[src/rtl/mem_access_sequencer.sv]
// ============================================================================
// Module   : mem_access_sequencer
// Brief    : Multi-cycle sequencer for byte/half/word loads and stores against
//            a word-wide synchronous-read data memory (lane extract / RMW).
// Revision : 1.0  initial release
// ============================================================================
`timescale 1ns/1ps
`default_nettype none

module mem_access_sequencer #(
    parameter int READ_LATENCY = 1
) (
    input  logic        Clk,
    input  logic        Rst,
    input  logic        Start,
    input  logic        MemRead,
    input  logic        MemWrite,
    input  logic [1:0]  Size,
    input  logic        Unsigned,
    input  logic [31:0] Addr,
    input  logic [31:0] WrData,
    output logic        Stall,
    output logic        Done,
    output logic        Misaligned,
    output logic [31:0] RdData,
    output logic [31:0] MemAddr,
    output logic        MemRdEn,
    output logic        MemWrEn,
    output logic [31:0] MemWrWord,
    input  logic [31:0] MemRdWord
);

    localparam logic [2:0] S_IDLE = 3'd0;
    localparam logic [2:0] S_RD   = 3'd1;
    localparam logic [2:0] S_WAIT = 3'd2;
    localparam logic [2:0] S_WR   = 3'd3;
    localparam logic [2:0] S_DONE = 3'd4;

    localparam logic [2:0] LAT = 3'(READ_LATENCY);

    logic [2:0]  state;
    logic [2:0]  next_state;
    logic [2:0]  cnt;
    logic [2:0]  cnt_inc;
    logic        last_wait;
    logic        accept;
    logic        mis_acc;

    logic [31:0] addr_q;
    logic [31:0] wdata_q;
    logic [1:0]  size_q;
    logic        unsigned_q;
    logic        store_q;
    logic        err_q;
    logic [31:0] word_q;
    logic [31:0] load_val;
    logic [31:0] merged;

    // Lane select + sign/zero extension; little-endian lane numbering.
    function automatic logic [31:0] load_extend(
        input logic [31:0] word,
        input logic [1:0]  size,
        input logic        zext,
        input logic [1:0]  off
    );
        logic [7:0]  b;
        logic [15:0] h;
        logic [31:0] r;
        b = word[{off, 3'b000} +: 8];
        h = word[{off[1], 4'b0000} +: 16];
        if (size[1])
            r = word;
        else if (size[0])
            r = zext ? {16'h0000, h} : {{16{h[15]}}, h};
        else
            r = zext ? {24'h000000, b} : {{24{b[7]}}, b};
        return r;
    endfunction

    function automatic logic [31:0] store_merge(
        input logic [31:0] word,
        input logic [31:0] data,
        input logic [1:0]  size,
        input logic [1:0]  off
    );
        logic [31:0] r;
        r = word;
        if (size[1])
            r = data;
        else if (size[0])
            r[{off[1], 4'b0000} +: 16] = data[15:0];
        else
            r[{off, 3'b000} +: 8] = data[7:0];
        return r;
    endfunction

    assign accept    = (state == S_IDLE) && Start && (MemRead || MemWrite);
    assign mis_acc   = ((Size == 2'b01) && Addr[0]) || (Size[1] && (Addr[1:0] != 2'b00));
    assign cnt_inc   = cnt + 3'd1;
    assign last_wait = (cnt_inc == LAT);
    assign load_val  = load_extend(MemRdWord, size_q, unsigned_q, addr_q[1:0]);
    assign merged    = store_merge(word_q, wdata_q, size_q, addr_q[1:0]);
    assign MemAddr   = {addr_q[31:2], 2'b00};

    // State register
    always_ff @(posedge Clk or posedge Rst) begin
        if (Rst)
            state <= S_IDLE;
        else
            state <= next_state;
    end

    // Next-state logic
    always_comb begin
        next_state = state;
        case (state)
            S_IDLE: begin
                if (accept) begin
                    if (mis_acc)
                        next_state = S_DONE;
                    else if (MemWrite && Size[1])
                        next_state = S_WR;
                    else
                        next_state = S_RD;
                end
            end
            S_RD:   next_state = S_WAIT;
            S_WAIT: begin
                if (last_wait)
                    next_state = store_q ? S_WR : S_DONE;
            end
            S_WR:   next_state = S_DONE;
            S_DONE: next_state = S_IDLE;
            default: next_state = S_IDLE;
        endcase
    end

    // Outputs: enables and pulses come from the state register only
    always_comb begin
        MemRdEn    = (state == S_RD);
        MemWrEn    = (state == S_WR);
        Done       = (state == S_DONE);
        Misaligned = (state == S_DONE) && err_q;
        Stall      = accept || (state == S_RD) || (state == S_WAIT) || (state == S_WR);
        MemWrWord  = (state == S_WR) ? merged : 32'h0000_0000;
    end

    // Request capture, wait counter and read data path
    always_ff @(posedge Clk or posedge Rst) begin
        if (Rst) begin
            addr_q     <= 32'h0000_0000;
            wdata_q    <= 32'h0000_0000;
            size_q     <= 2'b00;
            unsigned_q <= 1'b0;
            store_q    <= 1'b0;
            err_q      <= 1'b0;
            cnt        <= 3'd0;
            word_q     <= 32'h0000_0000;
            RdData     <= 32'h0000_0000;
        end else begin
            if (accept) begin
                addr_q     <= Addr;
                wdata_q    <= WrData;
                size_q     <= Size;
                unsigned_q <= Unsigned;
                store_q    <= MemWrite;
                err_q      <= mis_acc;
            end
            if (state == S_RD)
                cnt <= 3'd0;
            else if (state == S_WAIT)
                cnt <= cnt_inc;
            if ((state == S_WAIT) && last_wait) begin
                word_q <= MemRdWord;
                if (!store_q)
                    RdData <= load_val;
            end
        end
    end

endmodule

`default_nettype wire

[config.mk]
export PLATFORM = sky130hd
export DESIGN_NAME = mem_access_sequencer
export DESIGN_NICKNAME = d
export VERILOG_FILES = /design/src/rtl/mem_access_sequencer.sv
export SDC_FILE = /design/constraint.sdc
export NUM_CORES = 1
export LEC_CHECK = 0
export BUFFER_PORTS_ARGS = -buffer_cell sky130_fd_sc_hd__clkbuf_2
export CAP_MARGIN = 25
export CORE_UTILIZATION = 55
export DETAILED_ROUTE_END_ITERATION = 10
export PLACE_DENSITY_LB_ADDON = 0.12
export SYNTH_ARGS = -nofsm -noshare
export SYNTH_HDL_FRONTEND = slang
export SYNTH_SLANG_ARGS = --single-unit
[constraint.sdc]
create_clock -name Clk -period 6.1 [get_ports Clk]
set_input_delay 0.61 -clock Clk [delete_from_list [all_inputs] [get_ports Clk]]
set_output_delay 0.61 -clock Clk [all_outputs]
set_load 0.05 [all_outputs]
==> impl_metrics.py <==
metrics = {
    "synth": {
        "netlist_area_um2": 7000,
        "yosys_most_used_dff": "dfrtp_1",
        "synth_edf_count": 0,
        "synthCells": 637,
        "synthArstFlopShare": 1.00,
        "synth_cell_types": 47,
        "avgSynthCellArea_um2": 11.0,
        "synth.ff_latch_count": 139,
        "ys_seq_area_frac": 0.497,
        "ys_warn_count": 0,
    },
    "worst_setup_path": {
        "end_kind": "output port",
        "r2r_setup_slack_ns": 3.62,
        "critPathMaxFanout": 19,
        "start_kind": "register",
        "crit_type": "register to output port",
        "worstRegToRegCells": 5,
        "crit_required_ns": 5.49,
        "reg2reg_from": "size_q[0]",
        "r2r_end": "RdData[6]",
        "cp.arrival_ns": 3.25,
    },
    "power": {
        "power_frac_comb": 0.480,
        "seq_power_share": 0.325,
        "ir_worst_vdd_v": 0.000395,
        "clkPwrFrac": 0.196,
        "p_sw_mw": 2.53,
        "sw_frac_of_total": 0.455,
        "intPower_mw": 3.03,
        "p_per_area_nw_per_um2": 654,
        "power.leakage_nw": 3.99,
    },
    "floorplan": {
        "die_width_um": 115,
        "core_area_um2": 12200,
        "ioPinCount": 205,
        "rows": 40,
        "initial_core_util": 0.573,
        "fp.dieH_um": 115,
        "die_area_um2": 13200,
    },
    "clock_tree": {
        "clock_latency_ns": 0.42,
        "cts_max_path_buffers": 2,
        "cts_resized": 0,
        "h-tree-depth": 4,
        "cts_made_buffers": 17,
        "cts_tree": "done",
        "cts_sinks": 139,
        "clkSlewWorstSetupHoldPaths_ns": 0.06,
        "root_buffer": "clkbuf_16",
        "postCtsSetupBuffers": 0,
        "cts_hold_buf": 0,
    },
    "grt": {
        "grt_start_max_net_pins": 85,
        "grt_pass1_wl_um": 28300,
        "grt.overflow.total": 0,
        "grt_usage": 0.289,
        "antenna_found_initial": 0,
        "grt_pass1_vias": 5418,
    },
    "final_layout": {
        "area_growth_pct": 21.7,
        "n_antenna_cell": 0,
        "final_area_um2": 8520,
        "layoutNonFillerInstCount": 976,
        "mostFrequentLayoutCells": "202 x clkbuf_2, 139 x dfrtp_1, 100 x mux2_2",
        "drive_gt1_frac": 0.434,
        "fin_nets": 906,
        "final_common_cell": "clkbuf_2",
        "fin_util": 0.697,
    },
    "sta": {
        "slew_viol_final": 0,
        "setup_viol": 0,
        "fin_crit_sh": 0.633,
        "fin_setup_tns_ns": 0,
        "final-hold-violation-count": 0,
        "max_slew.worst_pin.slew_ns": 1.04,
        "period_needed_ns": 3.86,
        "slew_headroom": 0.305,
        "clock.fmax_ghz": 0.259,
        "rsz0062_at_grt": "false",
        "fin_skew_ns": 0.00628,
    },
    "routing": {
        "routed_wl_um": 18500,
        "vias": 5645,
        "wl_per_cell_um": 18.9,
        "drt-vias-per-instance": 5.78,
        "antenna_left": 0,
        "drcViolationCount": 0,
        "drt_iter0_drc": 455,
        "drt_first_pass_iters": 5,
    },
    "hold_path": {
        "hp-class": "input pin to async pin",
    },
    "place": {
        "dp_cells": 942,
        "place_area_um2": 7840,
        "io_buffers": 202,
        "dpl.hpwl_um": 13300,
        "place_congestion": 0.993,
    },
    "status": {
        "status": "complete, no violations",
    },
    "run": {
        "max_cap_viol_count": 0,
    },
}
==> power by group through the flow <==
stage | sequential (mW) | combinational [mW] | clock, mW
finish | 1.81 | 2.67 | 1.09
global route | 1.85 | 2.84 | 1.14
CTS | 1.81 | 2.64 | 1.10
detailed placement | 1.82 | 2.63 | 0
global placement | 1.80 | 2.57 | 0
floorplan | 2.01 | 1.96 | 0
==> registers in the layout, indices dropped and copies added, names as in the netlist <==
register	count
state	3
wdata_q	32
err_q	1
cnt	3
word_q	32
store_q	1
addr_q	32
RdData	32
size_q	2
unsigned_q	1
==> cell usage after synthesis, drive strengths merged (10+ instances only) <==
cell	n	area, µm²
nor2	74	278
a221oi	32	280
mux2i	17	170
dfrtp	139	3480
a21oi	44	220
clkbuf	22	82.6
buf	52	368
a22oi	10	75.1
o21ai	19	95.1
nand2	41	154
mux2	100	1130
inv	10	37.5
==> through the flow <==
step                      worst slack (ns)  total power [mW]  hold WS (ns)
final                                 2.24              5.57         0.233
after floorplan                       1.77              3.96         0.472
after CTS                             2.18              5.55         0.244
after global placement                2.48              4.37         0.486
after detailed placement              2.63              4.45         0.490
after global routing                  2.09              5.84         0.272
==> critical path, cell delays in order (launching register included) <==
cell and delay (ns):
dfrtp_1 0.59, buf_8 0.26, nor2b_1 0.80, and4b_1 0.51, a221oi_1 0.14, nor2_1 0.20, clkbuf_2 0.31
==> how the worst max path moves through the flow <==
stage | from | end | slack, ns | cells after the start
2_1_floorplan | Rst | RdData[0] | 1.77 | 1
3_3_place_gp | addr_q[1] | MemWrWord[30] | 2.48 | 8
3_5_place_dp | size_q[0] | MemWrWord[9] | 2.63 | 5
4_1_cts | size_q[0] | MemWrWord[9] | 2.18 | 5
5_1_grt | size_q[0] | MemWrWord[12] | 2.09 | 6
6_report | size_q[0] | MemWrWord[9] | 2.24 | 6
==> area by class of cell <==
type / count / area, µm²
Sequential cell: 139 / 3480
Fill cell: 970 / 3700
Timing Repair Buffer: 212 / 1110
Inverter: 10 / 42.5
Clock inverter: 5 / 103
Tap cell: 168 / 210
Clock buffer: 27 / 533
Multi-Input combinational cell: 415 / 3040
==> routing by layer <==
layer	global-route usage	wire length (µm)	vias up	share of wire
met5	0	0	-	0
met4	0.0996	348	0	0.019
met3	0.0722	1470	33	0.080
met2	0.472	9030	277	0.49
met1	0.377	7600	2772	0.41
li1	-	-	2563	-
==> kinds of logic after synthesis <==
| family | share of synthesized area |
|---|---|
| compound gates | 0.130 |
| simple gates | 0.103 |
| other cells | 0.000536 |
| buf+inv | 0.0697 |
| fa+ha+maj | 0.0125 |
| xor+xnor | 0.00125 |
| flops | 0.497 |
| mux | 0.185 |
Note: power is estimated with default switching activity, not from simulation.
